--- src/rtl/bsg_manycore_pkt_decode.sv ---
// Receive-side manycore packet endpoint: 2-entry input FIFO feeding a serial FSM that issues
// loads, masked stores and swaps to local memory. Swaps are enabled by BSG_MANYCORE_PKT_DECODE_SWAP_EN.
module bsg_manycore_pkt_decode #(
  parameter int x_cord_width_p  = 4,
  parameter int y_cord_width_p  = 4,
  parameter int data_width_p    = 32,
  parameter int addr_width_p    = 16,
  parameter int packet_width_lp = addr_width_p + 2 + (data_width_p >> 3) + data_width_p
                                  + 2 * (x_cord_width_p + y_cord_width_p)
) (
  input  logic                         clk_i,
  input  logic                         reset_n_i,
  input  logic                         v_i,
  input  logic [packet_width_lp-1:0]   data_i,
  output logic                         ready_o,
  input  logic [x_cord_width_p-1:0]    my_x_i,
  input  logic [y_cord_width_p-1:0]    my_y_i,
  output logic                         mem_v_o,
  output logic                         mem_w_o,
  output logic [addr_width_p-1:0]      mem_addr_o,
  output logic [data_width_p-1:0]      mem_data_o,
  output logic [(data_width_p>>3)-1:0] mem_mask_o,
  input  logic                         mem_yumi_i,
  input  logic [data_width_p-1:0]      mem_data_i,
  output logic                         ret_v_o,
  output logic [data_width_p-1:0]      ret_data_o,
  output logic [x_cord_width_p-1:0]    ret_x_o,
  output logic [y_cord_width_p-1:0]    ret_y_o,
  input  logic                         ret_ready_i,
  output logic                         err_o
);

  localparam int mask_width_lp = data_width_p >> 3;

`ifdef BSG_MANYCORE_PKT_DECODE_SWAP_EN
  localparam bit swap_en_lp = 1'b1;
`else
  localparam bit swap_en_lp = 1'b0;
`endif

  localparam logic [1:0] ePacketOp_remote_load    = 2'd0;
  localparam logic [1:0] ePacketOp_remote_store   = 2'd1;
  localparam logic [1:0] ePacketOp_remote_swap_aq = 2'd2;
  localparam logic [1:0] ePacketOp_remote_swap_rl = 2'd3;

  typedef struct packed {
    logic [addr_width_p-1:0]   addr;
    logic [1:0]                op;
    logic [mask_width_lp-1:0]  op_ex;
    logic [data_width_p-1:0]   payload;
    logic [y_cord_width_p-1:0] src_y_cord;
    logic [x_cord_width_p-1:0] src_x_cord;
    logic [y_cord_width_p-1:0] y_cord;
    logic [x_cord_width_p-1:0] x_cord;
  } packet_s;

  typedef enum logic [2:0] {
    eIdle,
    eIssue,
    eRdWait,
    eSwapWr,
    eResp
  } state_e;

  packet_s         fifo_mem_q [2];
  logic            wr_ptr_q, rd_ptr_q;
  logic [1:0]      count_q;
  logic            enq, deq, fifo_empty;
  packet_s         head;

  state_e                  state_q, state_d;
  packet_s                 pkt_q, pkt_d;
  logic [data_width_p-1:0] ret_data_q, ret_data_d;

  logic head_is_swap, head_dest_ok, pkt_is_swap;

  assign ready_o    = (count_q != 2'd2);
  assign fifo_empty = (count_q == 2'd0);
  assign enq        = v_i & ready_o;
  assign head       = fifo_mem_q[rd_ptr_q];

  assign head_is_swap = (head.op == ePacketOp_remote_swap_aq) | (head.op == ePacketOp_remote_swap_rl);
  assign head_dest_ok = (head.x_cord == my_x_i) & (head.y_cord == my_y_i);
  assign pkt_is_swap  = (pkt_q.op == ePacketOp_remote_swap_aq) | (pkt_q.op == ePacketOp_remote_swap_rl);

  // Payload storage carries no reset; occupancy is tracked by the pointers and count alone.
  always_ff @(posedge clk_i) begin
    if (enq) begin
      fifo_mem_q[wr_ptr_q] <= data_i;
    end
  end

  always_ff @(posedge clk_i or negedge reset_n_i) begin
    if (!reset_n_i) begin
      wr_ptr_q <= 1'b0;
      rd_ptr_q <= 1'b0;
      count_q  <= 2'd0;
    end else begin
      if (enq) wr_ptr_q <= ~wr_ptr_q;
      if (deq) rd_ptr_q <= ~rd_ptr_q;
      case ({enq, deq})
        2'b10:   count_q <= count_q + 2'd1;
        2'b01:   count_q <= count_q - 2'd1;
        default: count_q <= count_q;
      endcase
    end
  end

  always_ff @(posedge clk_i or negedge reset_n_i) begin
    if (!reset_n_i) begin
      state_q    <= eIdle;
      pkt_q      <= '0;
      ret_data_q <= '0;
    end else begin
      state_q    <= state_d;
      pkt_q      <= pkt_d;
      ret_data_q <= ret_data_d;
    end
  end

  // Strictly serial: nothing is popped until the current packet retires, which keeps swaps atomic.
  always_comb begin
    state_d    = state_q;
    pkt_d      = pkt_q;
    ret_data_d = ret_data_q;
    deq        = 1'b0;
    err_o      = 1'b0;
    mem_v_o    = 1'b0;
    mem_w_o    = 1'b0;
    mem_addr_o = '0;
    mem_data_o = '0;
    mem_mask_o = '0;
    ret_v_o    = 1'b0;
    ret_data_o = '0;
    ret_x_o    = '0;
    ret_y_o    = '0;

    case (state_q)
      eIdle: begin
        if (!fifo_empty) begin
          deq = 1'b1;
          if (!head_dest_ok || (head_is_swap && !swap_en_lp)) begin
            err_o = 1'b1;
          end else begin
            pkt_d   = head;
            state_d = eIssue;
          end
        end
      end

      eIssue: begin
        mem_v_o    = 1'b1;
        mem_addr_o = pkt_q.addr;
        if (pkt_q.op == ePacketOp_remote_store) begin
          mem_w_o    = 1'b1;
          mem_data_o = pkt_q.payload;
          mem_mask_o = pkt_q.op_ex;
          if (mem_yumi_i) state_d = eIdle;
        end else begin
          mem_mask_o = '1;
          if (mem_yumi_i) state_d = eRdWait;
        end
      end

      eRdWait: begin
        ret_data_d = mem_data_i;
        state_d    = (pkt_is_swap && swap_en_lp) ? eSwapWr : eResp;
      end

      eSwapWr: begin
        mem_v_o    = 1'b1;
        mem_w_o    = 1'b1;
        mem_addr_o = pkt_q.addr;
        mem_data_o = pkt_q.payload;
        mem_mask_o = '1;
        if (mem_yumi_i) state_d = eResp;
      end

      eResp: begin
        ret_v_o    = 1'b1;
        ret_data_o = ret_data_q;
        ret_x_o    = pkt_q.src_x_cord;
        ret_y_o    = pkt_q.src_y_cord;
        if (ret_ready_i) state_d = eIdle;
      end

      default: state_d = eIdle;
    endcase
  end

endmodule
--- config.mk ---
export PLATFORM = sky130hd
export DESIGN_NAME = bsg_manycore_pkt_decode
export DESIGN_NICKNAME = d
export VERILOG_FILES = /design/src/rtl/bsg_manycore_pkt_decode.sv
export SDC_FILE = /design/constraint.sdc
export NUM_CORES = 1
export LEC_CHECK = 0
export ABC_CLOCK_PERIOD_IN_PS = 6300
export CAP_MARGIN = 5
export CORE_ASPECT_RATIO = 0.9
export CORE_MARGIN = 5
export CORE_UTILIZATION = 30
export CTS_CLUSTER_DIAMETER = 50
export DETAILED_ROUTE_END_ITERATION = 12
export PLACE_DENSITY = 0.52
export SLEW_MARGIN = 40
export SYNTH_ARGS = -nofsm -noshare
export SYNTH_HDL_FRONTEND = slang
export SYNTH_SLANG_ARGS = --single-unit
export TNS_END_PERCENT = 5
--- constraint.sdc ---
create_clock -name clk_i -period 6.3 [get_ports clk_i]
set_clock_uncertainty 0.1 [all_clocks]
set_input_delay 1.26 -clock clk_i [delete_from_list [all_inputs] [get_ports clk_i]]
set_output_delay 1.26 -clock clk_i [all_outputs]
set_load 0.05 [all_outputs]
== Word level (Yosys, flattened, before mapping) ==
Memories as Yosys holds them, arrays and structs flattened.
Index checks and enable logic that the tools add are counted.

* Memories kept: 1
* Memory bits (writable): 140
* Bits in registers: 101

* $add $sub $neg: 2
* Bitwise operators: 7
* Reductions and logical operators: 8
* Muxes and demuxes: 28
* Equality and inequality tests: 17

{| class="wikitable"
|+ Memory list
! memory !! depth !! bits a word !! read ports !! clocked after Yosys merged registers in !! wr ports !! RTL line !! RTL
|-
| fifo_mem_q || 2 || 70 || 1 || 0 || 1 || 65 || <nowiki>packet_s fifo_mem_q [2];</nowiki>
|}

{| class="wikitable"
|+ Operators by type and width
! kind !! number
|-
| 32-bit two-way mux || 2
|-
| 32-bit case mux with 2 select lines || 1
|-
| 3-bit two-way mux || 7
|-
| 16-bit two-way mux || 1
|-
| 3-bit case mux with 5 select lines || 1
|-
| 4-bit two-way mux || 3
|-
| 2-bit != test (second input constant) || 6
|-
| 1-bit two-way mux || 10
|-
| 4-bit equality test || 2
|-
| 4-bit case mux with 2 select lines || 1
|-
| 2-bit equality test (second input constant) || 3
|-
| 3-bit by 2-bit equality test with 1-bit output (second input constant) || 2
|-
| 5-bit AND reduction || 1
|-
| 2-bit by 1-bit equality test with 1-bit output (second input constant) || 2
|-
| 1-bit inverter || 4
|-
| 2-bit case mux with 2 select lines || 1
|-
| 3-bit by 1-bit equality test with 1-bit output (second input constant) || 1
|-
| 3-bit equality test (second input constant) || 1
|-
| 3-bit logical NOT || 1
|-
| 3-bit AND reduction || 1
|-
| 2-bit by 1-bit adder with 2-bit output (second input constant) || 1
|-
| 1-bit AND || 2
|-
| 2-bit logical NOT || 1
|-
| 1-bit case mux with 2 select lines || 1
|-
| 6 further kinds || 6
|}

== Longest topological paths before layout ==
Gate-level depths: netlist of run 1.
An unclocked memory read counts as a cell.

* Word-level depth: 8
* Mapped depth: 8

== Worst setup path before layout of run 1 ==
No wires, ideal clock.

* Path kind: in2reg
* From: in v_i
* To: mem fifo_mem_q[0][0] (netlist name) (enable)
* Library setup time: 0.499 ns
* Setup slack: 1.398 ns
* Required time: 5.701 ns
* Cell stages on the path: 2
* Arrival time: 4.303 ns
* Path through: nand2_1 -> nor2_1

* Word-level cells in the longest chain between the ends: 3

{| class="wikitable"
|+ Ends and longest elaborated chain
! item !! RTL line !! RTL
|-
| start, declared || 13 || <nowiki>input logic v_i,</nowiki>
|-
| 1-bit AND || 79 || <nowiki>assign enq = v_i & ready_o;</nowiki>
|-
| 1-bit two-way mux || 88 || <nowiki>if (enq) begin</nowiki>
|-
| 1-bit two-way mux (not written as such) || 89 || <nowiki>fifo_mem_q[wr_ptr_q] <= data_i;</nowiki>
|-
| end, declared || 65 ||
|}

No other way between the ends.

== Worst setup path after layout of run 1 ==
* From: in my_y_i[2]
* To: out err_o

* Word-level cells in the longest chain between the ends: 7

{| class="wikitable"
|+ Ends and longest elaborated chain
! item !! RTL line !! RTL
|-
| start, declared || 17 || <nowiki>input logic [y_cord_width_p-1:0] my_y_i,</nowiki>
|-
| 4-bit equality test || 83 || <nowiki>assign head_dest_ok = (head.x_cord == my_x_i) & (head.y_cord == my_y_i);</nowiki>
|-
| 1-bit AND || 83 ||
|-
| 1-bit logical NOT || 142 || <nowiki>if (!head_dest_ok || (head_is_swap && !swap_en_lp)) begin</nowiki>
|-
| 1-bit logical OR || 142 ||
|-
| 1-bit two-way mux || 142 ||
|-
| 1-bit two-way mux || 140 || <nowiki>if (!fifo_empty) begin</nowiki>
|-
| 1-bit two-way mux || 138 || <nowiki>case (state_q)</nowiki>
|-
| end, declared || 30 || <nowiki>output logic err_o</nowiki>
|}

No other way between the ends.

==> impl_metrics.yaml, run 1 <==
floorplanning:
  dieWidth_um: 199
  die_area_um2: 35800
  coreArea_um2: 31800
  die_h_um: 180
  rows: 62
  initial_core_util_pct: 30.3
  io_pins: 212
finish:
  syn_to_final_growth_pct: 37.3
  nets: 912
  layout-drive-gt1-share_pct: 26.6
  final_cell_count_no_fill: 1238
  final_common_cell: "clkdlybuf4s50_1"
  mostFrequentLayoutCells: "210 x clkdlybuf4s50_1, 146 x mux2_2, 140 x edfxtp_1, 100 x dfrtp_1, 88 x and2_1"
  final_cell_area_um2: 13200
timing:
  drv_slew: 0
  max_slew_margin_pct: 50.2
  fin_crit_ns: 4.59
  final.setup.tns_ns: 0
  hold_viol: 0
  max_clock_freq_mhz: 218
  setup_viol: 0
  setup_slack_ns: 1.71
  rsz0062_at_grt: "no"
  period_share_pct: 72.9
  tightest_slew_ns: 0.747
placement:
  dpl-instance-area_um2: 12200
  dp_cells: 1180
  place_worst_setup_slack_ns: 1.65
  hpwl_um: 14300
  gp_congestion: 0.683
  io_buffers: 211
setup_path:
  cp_slowest_cell: "clkdlybuf4s50_1"
  cp-end-kind: "output port"
  cp_data_arrival_time_ns: 3.23
  worst_path_most_repeated_cell: "clkdlybuf4s50_1"
  critical_path_class: "input port to output port"
  critical-path-max-stage-delay_ns: 0.81
  worst_setup_path_start_kind: "input port"
  critPathRequiredTime_ns: 4.94
  critPathMaxFanout: 2
  path_cells: "clkdlybuf4s50_1 > inv_1 > a211oi_1 > o21ai_1 > nor3_1 > nor2_1 > clkdlybuf4s50_1"
synth:
  ys_seq_area_share_pct: 69.9
  synthCells: 569
  synth_top_area_cell: "edfxtp_1"
  synthesis.area_um2: 9640
  synth.area.top_cells: "edfxtp_1 44%, dfrtp_1 26%, mux2_2 17%"
  synth_cell_types: 28
  synth_top_area_share_pct: 43.6
  syn_nets: 685
  syn_area_per_cell_um2: 16.9
  yosysWarningCount: 0
  synth_seq_cells: 241
global_route:
  antenna_found_initial: 3
  grt_overflow: 0
  grt_max_degree: 64
  grt_pass1_vias: 5831
  grtUsageTotal_pct: 12.3
  grt_pass1_wl_um: 34900
power_and_ir_drop:
  seq_power_share_pct: 47.0
  leakagePower_nw: 5.22
  ir_worst_vdd_mv: 0.226
  switching_share_pct: 25.3
  clockPowerShare_pct: 34.7
  p_per_area_nw_per_um2: 371
  p_int_mw: 3.67
  p_sw_mw: 1.24
  pwr-share-comb_pct: 18.4
drt:
  drc: 0
  antenna_left: 0
  wl_per_cell_um: 18.0
  drtIter0Drc: 149
  num_vias: 5419
  vias_per_cell: 4.38
  first_pass_iters: 4
  totalWireLength_um: 22300
clocking:
  cts_buffer_depth: 3
  cts_resized: 0
  clk_latency_ns: 0.54
  cts_sinks: 241
  cts_max_level: 1
  cts_buffers: 30
  post-cts-setup-buffers: 0
  root_buffer: "clkbuf_16"
  cts_tree: "built"
  cts_hold_buffers: 0
  clk_pin_slew_worst_paths_ns: 0.05
min_path:
  hp-class: "register to register"
outcome:
  status: "finished, final reports clean"
job:
  maxCapViolations: 0
-- synth_stat cells --
cell / n
clkbuf_1: 18
nor3_1: 3
buf_6: 8
nor2_1: 4
nand2_1: 2
a21o_1: 2
nand4_1: 1
mux2_2: 146
inv_1: 5
nor4_4: 1
mux2_4: 8
o21ai_0: 1
ha_1: 1
xnor2_1: 4
nor3b_1: 1
a21oi_1: 2
and2_1: 88
o21ai_1: 1
and3_1: 1
edfxtp_1: 140
a211oi_1: 2
xor2_1: 8
o21a_1: 5
mux2i_1: 8
nand3_1: 1
nor2b_1: 4
dfrtp_1: 101
nand2b_1: 3
-- flip-flops by register name, indices dropped and copies added (netlist names) --
register and flops:
wr_ptr_q 1, ret_data_q 32, rd_ptr_q 1, pkt_q 62
fifo_mem_q 140, count_q 2, state_q 3
-- through the flow --
step	hold slack [ns]	total power [mW]	utilization [%]
4_1_cts	0.400	5.01	41.6
3_3_place_gp	0.381	3.25	38.4
6_report	0.392	4.91	41.6
2_1_floorplan	0.359	2.96	-
3_5_place_dp	0.386	3.27	38.4
5_1_grt	0.413	5.19	41.6
-- final timing paths --
| check | startpoint | to | slack, ns | cells after the start |
|---|---|---|---|---|
| setup reg to reg | rd_ptr_q$_DFFE_PN0P_ | pkt_q[21]$_DFFE_PN0P_ | 3.18 | 6 |
| hold reg to reg | ret_data_q[2]$_DFFE_PN0N_ | ret_data_q[2]$_DFFE_PN0N_ | 0.39 | 1 |
| min in group asynchronous | reset_n_i | ret_data_q[15]$_DFFE_PN0N_ | 0.61 | 1 |
| max in group asynchronous | reset_n_i | rd_ptr_q$_DFFE_PN0P_ | 4.38 | 2 |
| setup / recovery | my_y_i[2] | err_o | 1.71 | 7 |
| hold / removal | ret_data_q[2]$_DFFE_PN0N_ | ret_data_q[2]$_DFFE_PN0N_ | 0.39 | 1 |
-- kinds of logic after synthesis --
| logic type | after synthesis | synth area share [%] |
|---|---|---|
| AO/OA/AOI/OAI | 13 | 0.909 |
| XOR/XNOR | 12 | 1.09 |
| AND/OR/NAND/NOR | 109 | 7.04 |
| multiplexers | 162 | 19.1 |
| buffers and inverters | 31 | 1.83 |
| flip-flops | 241 | 69.9 |
| adder cells (fa/ha/maj) | 1 | 0.130 |
-- power by group through the flow --
| stage | clock, mW | sequential [mW] | combinational (mW) |
|---|---|---|---|
| 2_1_floorplan | 0 | 2.26 | 0.702 |
| 3_3_place_gp | 0 | 2.34 | 0.915 |
| 3_5_place_dp | 0 | 2.34 | 0.928 |
| 6_report | 1.70 | 2.31 | 0.902 |
| 5_1_grt | 1.83 | 2.36 | 0.999 |
| 4_1_cts | 1.76 | 2.32 | 0.932 |
-- metal layers --
layer | share of wire, % | wire length [um] | GRT usage (%) | vias up
li1 | - | - | - | 2521
met1 | 45 | 10100 | 16.5 | 2736
met2 | 47 | 10600 | 20.0 | 124
met3 | 4.9 | 1100 | 2.79 | 36
met4 | 2.6 | 570 | 3.77 | 2
met5 | 0.058 | 13 | 0 | -
-- worst max-delay path: cells and delay by family --
family | cells | cell delay (ns)
compound gates | 2 | 0.44
buf+inv | 3 | 1.32
simple gates | 2 | 0.21
-- final cells by class --
cell class	count	area [um^2]
Antenna cell	2	5.00
Clock buffer	41	843
Clock inverter	15	160
Fill cell	2955	18600
Inverter	5	18.8
Multi-Input combinational cell	297	2750
Sequential cell	241	6740
Tap cell	416	520
Timing Repair Buffer	221	2190
No activity file was read; power rests on OpenSTA's default activity.
==> run 2, diff against run 1 <==
- ABC_CLOCK_PERIOD_IN_PS: 6300 -> 4700
- clock period: 6.3 -> 4.7 ns (I/O delays scaled with it)
==> run 2 against run 1 <==
Sequential share of layout area fell by 0.22 points; register-to-register slack got worse by 1.1 ns; largest cell class unchanged; first-iteration DRC count rose by 14%; sequential cell count did not move.
==> impl_metrics.yaml, run 2 (synthesized netlist as in run 1, its figures left out) <==
outcome:
  status: "finished, final reports clean"
setup_path:
  worst_setup_path_start_kind: "input port"
  reg2reg_depth: 5
  cp_top_family: "buffers and inverters"
  critical_path_class: "input port to output port"
  path_buf_inv: 3
  critPathRequiredTime_ns: 3.66
  r2r_end: "pkt_q[10]$_DFFE_PN0P_"
  cp_slowest_cell: "clkdlybuf4s50_1"
  path_cells: "clkdlybuf4s50_1 > inv_1 > a211oi_1 > o21ai_1 > nor3_1 > nor2_1 > clkdlybuf4s50_1"
  worst_path_most_repeated_cell: "clkdlybuf4s50_1"
  cp-end-kind: "output port"
  cp_data_arrival_time_ns: 2.91
  worstReg2RegStart: "state_q[1]$_DFFE_PN0P_"
  critical-path-max-stage-delay_ns: 0.74
  critPathMaxFanout: 2
  r2r_slack_ns: 2.09
timing:
  drv_slew: 0
  fin_crit_ns: 3.95
  final.setup.tns_ns: 0
  max_slew_margin_pct: 48.5
  tightest_slew_ns: 0.765
  setup_viol: 0
  hold_viol: 0
  max_clock_freq_mhz: 253
  period_share_pct: 84.1
  rsz0062_at_grt: "no"
global_route:
  grt_overflow: 0
  grt_pass1_wl_um: 35000
  antenna_found_initial: 0
  grt_max_degree: 64
  grt_pass1_vias: 5844
  grtUsageTotal_pct: 12.3
power_and_ir_drop:
  fin_total_pwr_mw: 6.64
  p_int_mw: 4.96
  p_sw_mw: 1.69
  p_per_area_nw_per_um2: 500
  switching_share_pct: 25.4
  pwr-share-comb_pct: 19.1
  ir_worst_vdd_mv: 0.429
  clockPowerShare_pct: 35.1
  leakagePower_nw: 5.23
  seq_power_share_pct: 45.8
drt:
  met1Wirelength_um: 9980
  drtIter0Drc: 170
  antenna_left: 0
  dr.max_layer_used: "met4"
  first_pass_iters: 4
  drc: 0
  totalWireLength_um: 22400
  dr_wl_met3_um: 1240
  num_vias: 5420
  wl_per_cell_um: 18.1
  wl_met2_um: 10700
  vias_per_cell: 4.38
clocking:
  post-cts-setup-buffers: 0
  cts_buffers: 30
  clk_pin_slew_worst_paths_ns: 0.06
  cts_tree: "built"
  cts_buffer_depth: 3
  cts_max_level: 1
  root_buffer: "clkbuf_16"
  cts_hold_buffers: 0
  clk_latency_ns: 0.54
  cts_resized: 0
  cts_sinks: 241
finish:
  nets: 913
  diodes: 0
  mostFrequentLayoutCells: "210 x clkdlybuf4s50_1, 146 x mux2_2, 140 x edfxtp_1, 100 x dfrtp_1, 88 x and2_1"
  final_common_cell: "clkdlybuf4s50_1"
  syn_to_final_growth_pct: 37.9
  regMostFlops: "fifo_mem_q"
  largest_register_ffs: 140
  largestRegisters: "fifo_mem_q x140, pkt_q x62, ret_data_q x32"
  layout-drive-gt1-share_pct: 27.3
floorplanning:
  rows: 62
  io_pins: 212
  die_h_um: 180
  die_area_um2: 35800
  coreArea_um2: 31800
  dieWidth_um: 199
  initial_core_util_pct: 30.3
placement:
  io_buffers: 211
  gp_congestion: 0.712
  hpwl_um: 14100
job:
  maxCapViolations: 0
min_path:
  hp-class: "input port to async pin"
[run 2: how the worst max path moves through the flow]
stage / start / end / slack [ns] / cells past startpoint
3_5_place_dp: my_y_i[2] / err_o / 0.73 / 7
6_report: my_y_i[2] / err_o / 0.75 / 7
4_1_cts: my_y_i[2] / err_o / 0.73 / 7
3_3_place_gp: my_y_i[2] / err_o / 0.72 / 7
5_1_grt: my_y_i[2] / err_o / 0.58 / 7
2_1_floorplan: count_q[0]$_DFFE_PN0P_ / fifo_mem_q[0][0]$_DFFE_PP_ / 0.1 / 3
[run 2: cell type report]
| class | count | area [um^2] |
|---|---|---|
| Clock buffer | 40 | 860 |
| Clock inverter | 16 | 178 |
| Fill cell | 2966 | 18500 |
| Inverter | 5 | 18.8 |
| Multi-Input combinational cell | 297 | 2750 |
| Sequential cell | 241 | 6740 |
| Tap cell | 416 | 520 |
| Timing Repair Buffer | 222 | 2220 |
[run 2: power groups by stage]
stage	Clock (mW)	Sequential (mW)	Combinational (mW)
floorplan	0	3.02	0.941
global placement	0	3.07	1.30
detailed placement	0	3.09	1.31
CTS	2.41	3.05	1.31
global route	2.50	3.10	1.40
finish	2.33	3.04	1.27
[run 2: through the flow]
stage	setup WS [ns]	std cells	hold WS [ns]	utilization (%)	cell area, um^2
3_5_place_dp	0.733	1181	0.387	38.5	12200
2_1_floorplan	0.0952	569	0.359	-	9640
3_3_place_gp	0.716	1181	0.380	38.5	12200
5_1_grt	0.578	1237	0.367	41.8	13300
6_report	0.745	1237	0.332	41.8	13300
4_1_cts	0.730	1237	0.334	41.8	13300
[run 2: layer usage]
metal | track usage [%] | vias up
li1 | - | 2518
met3 | 2.86 | 32
met5 | 0 | -
met1 | 16.7 | 2748
met4 | 2.65 | 0
met2 | 20.2 | 122
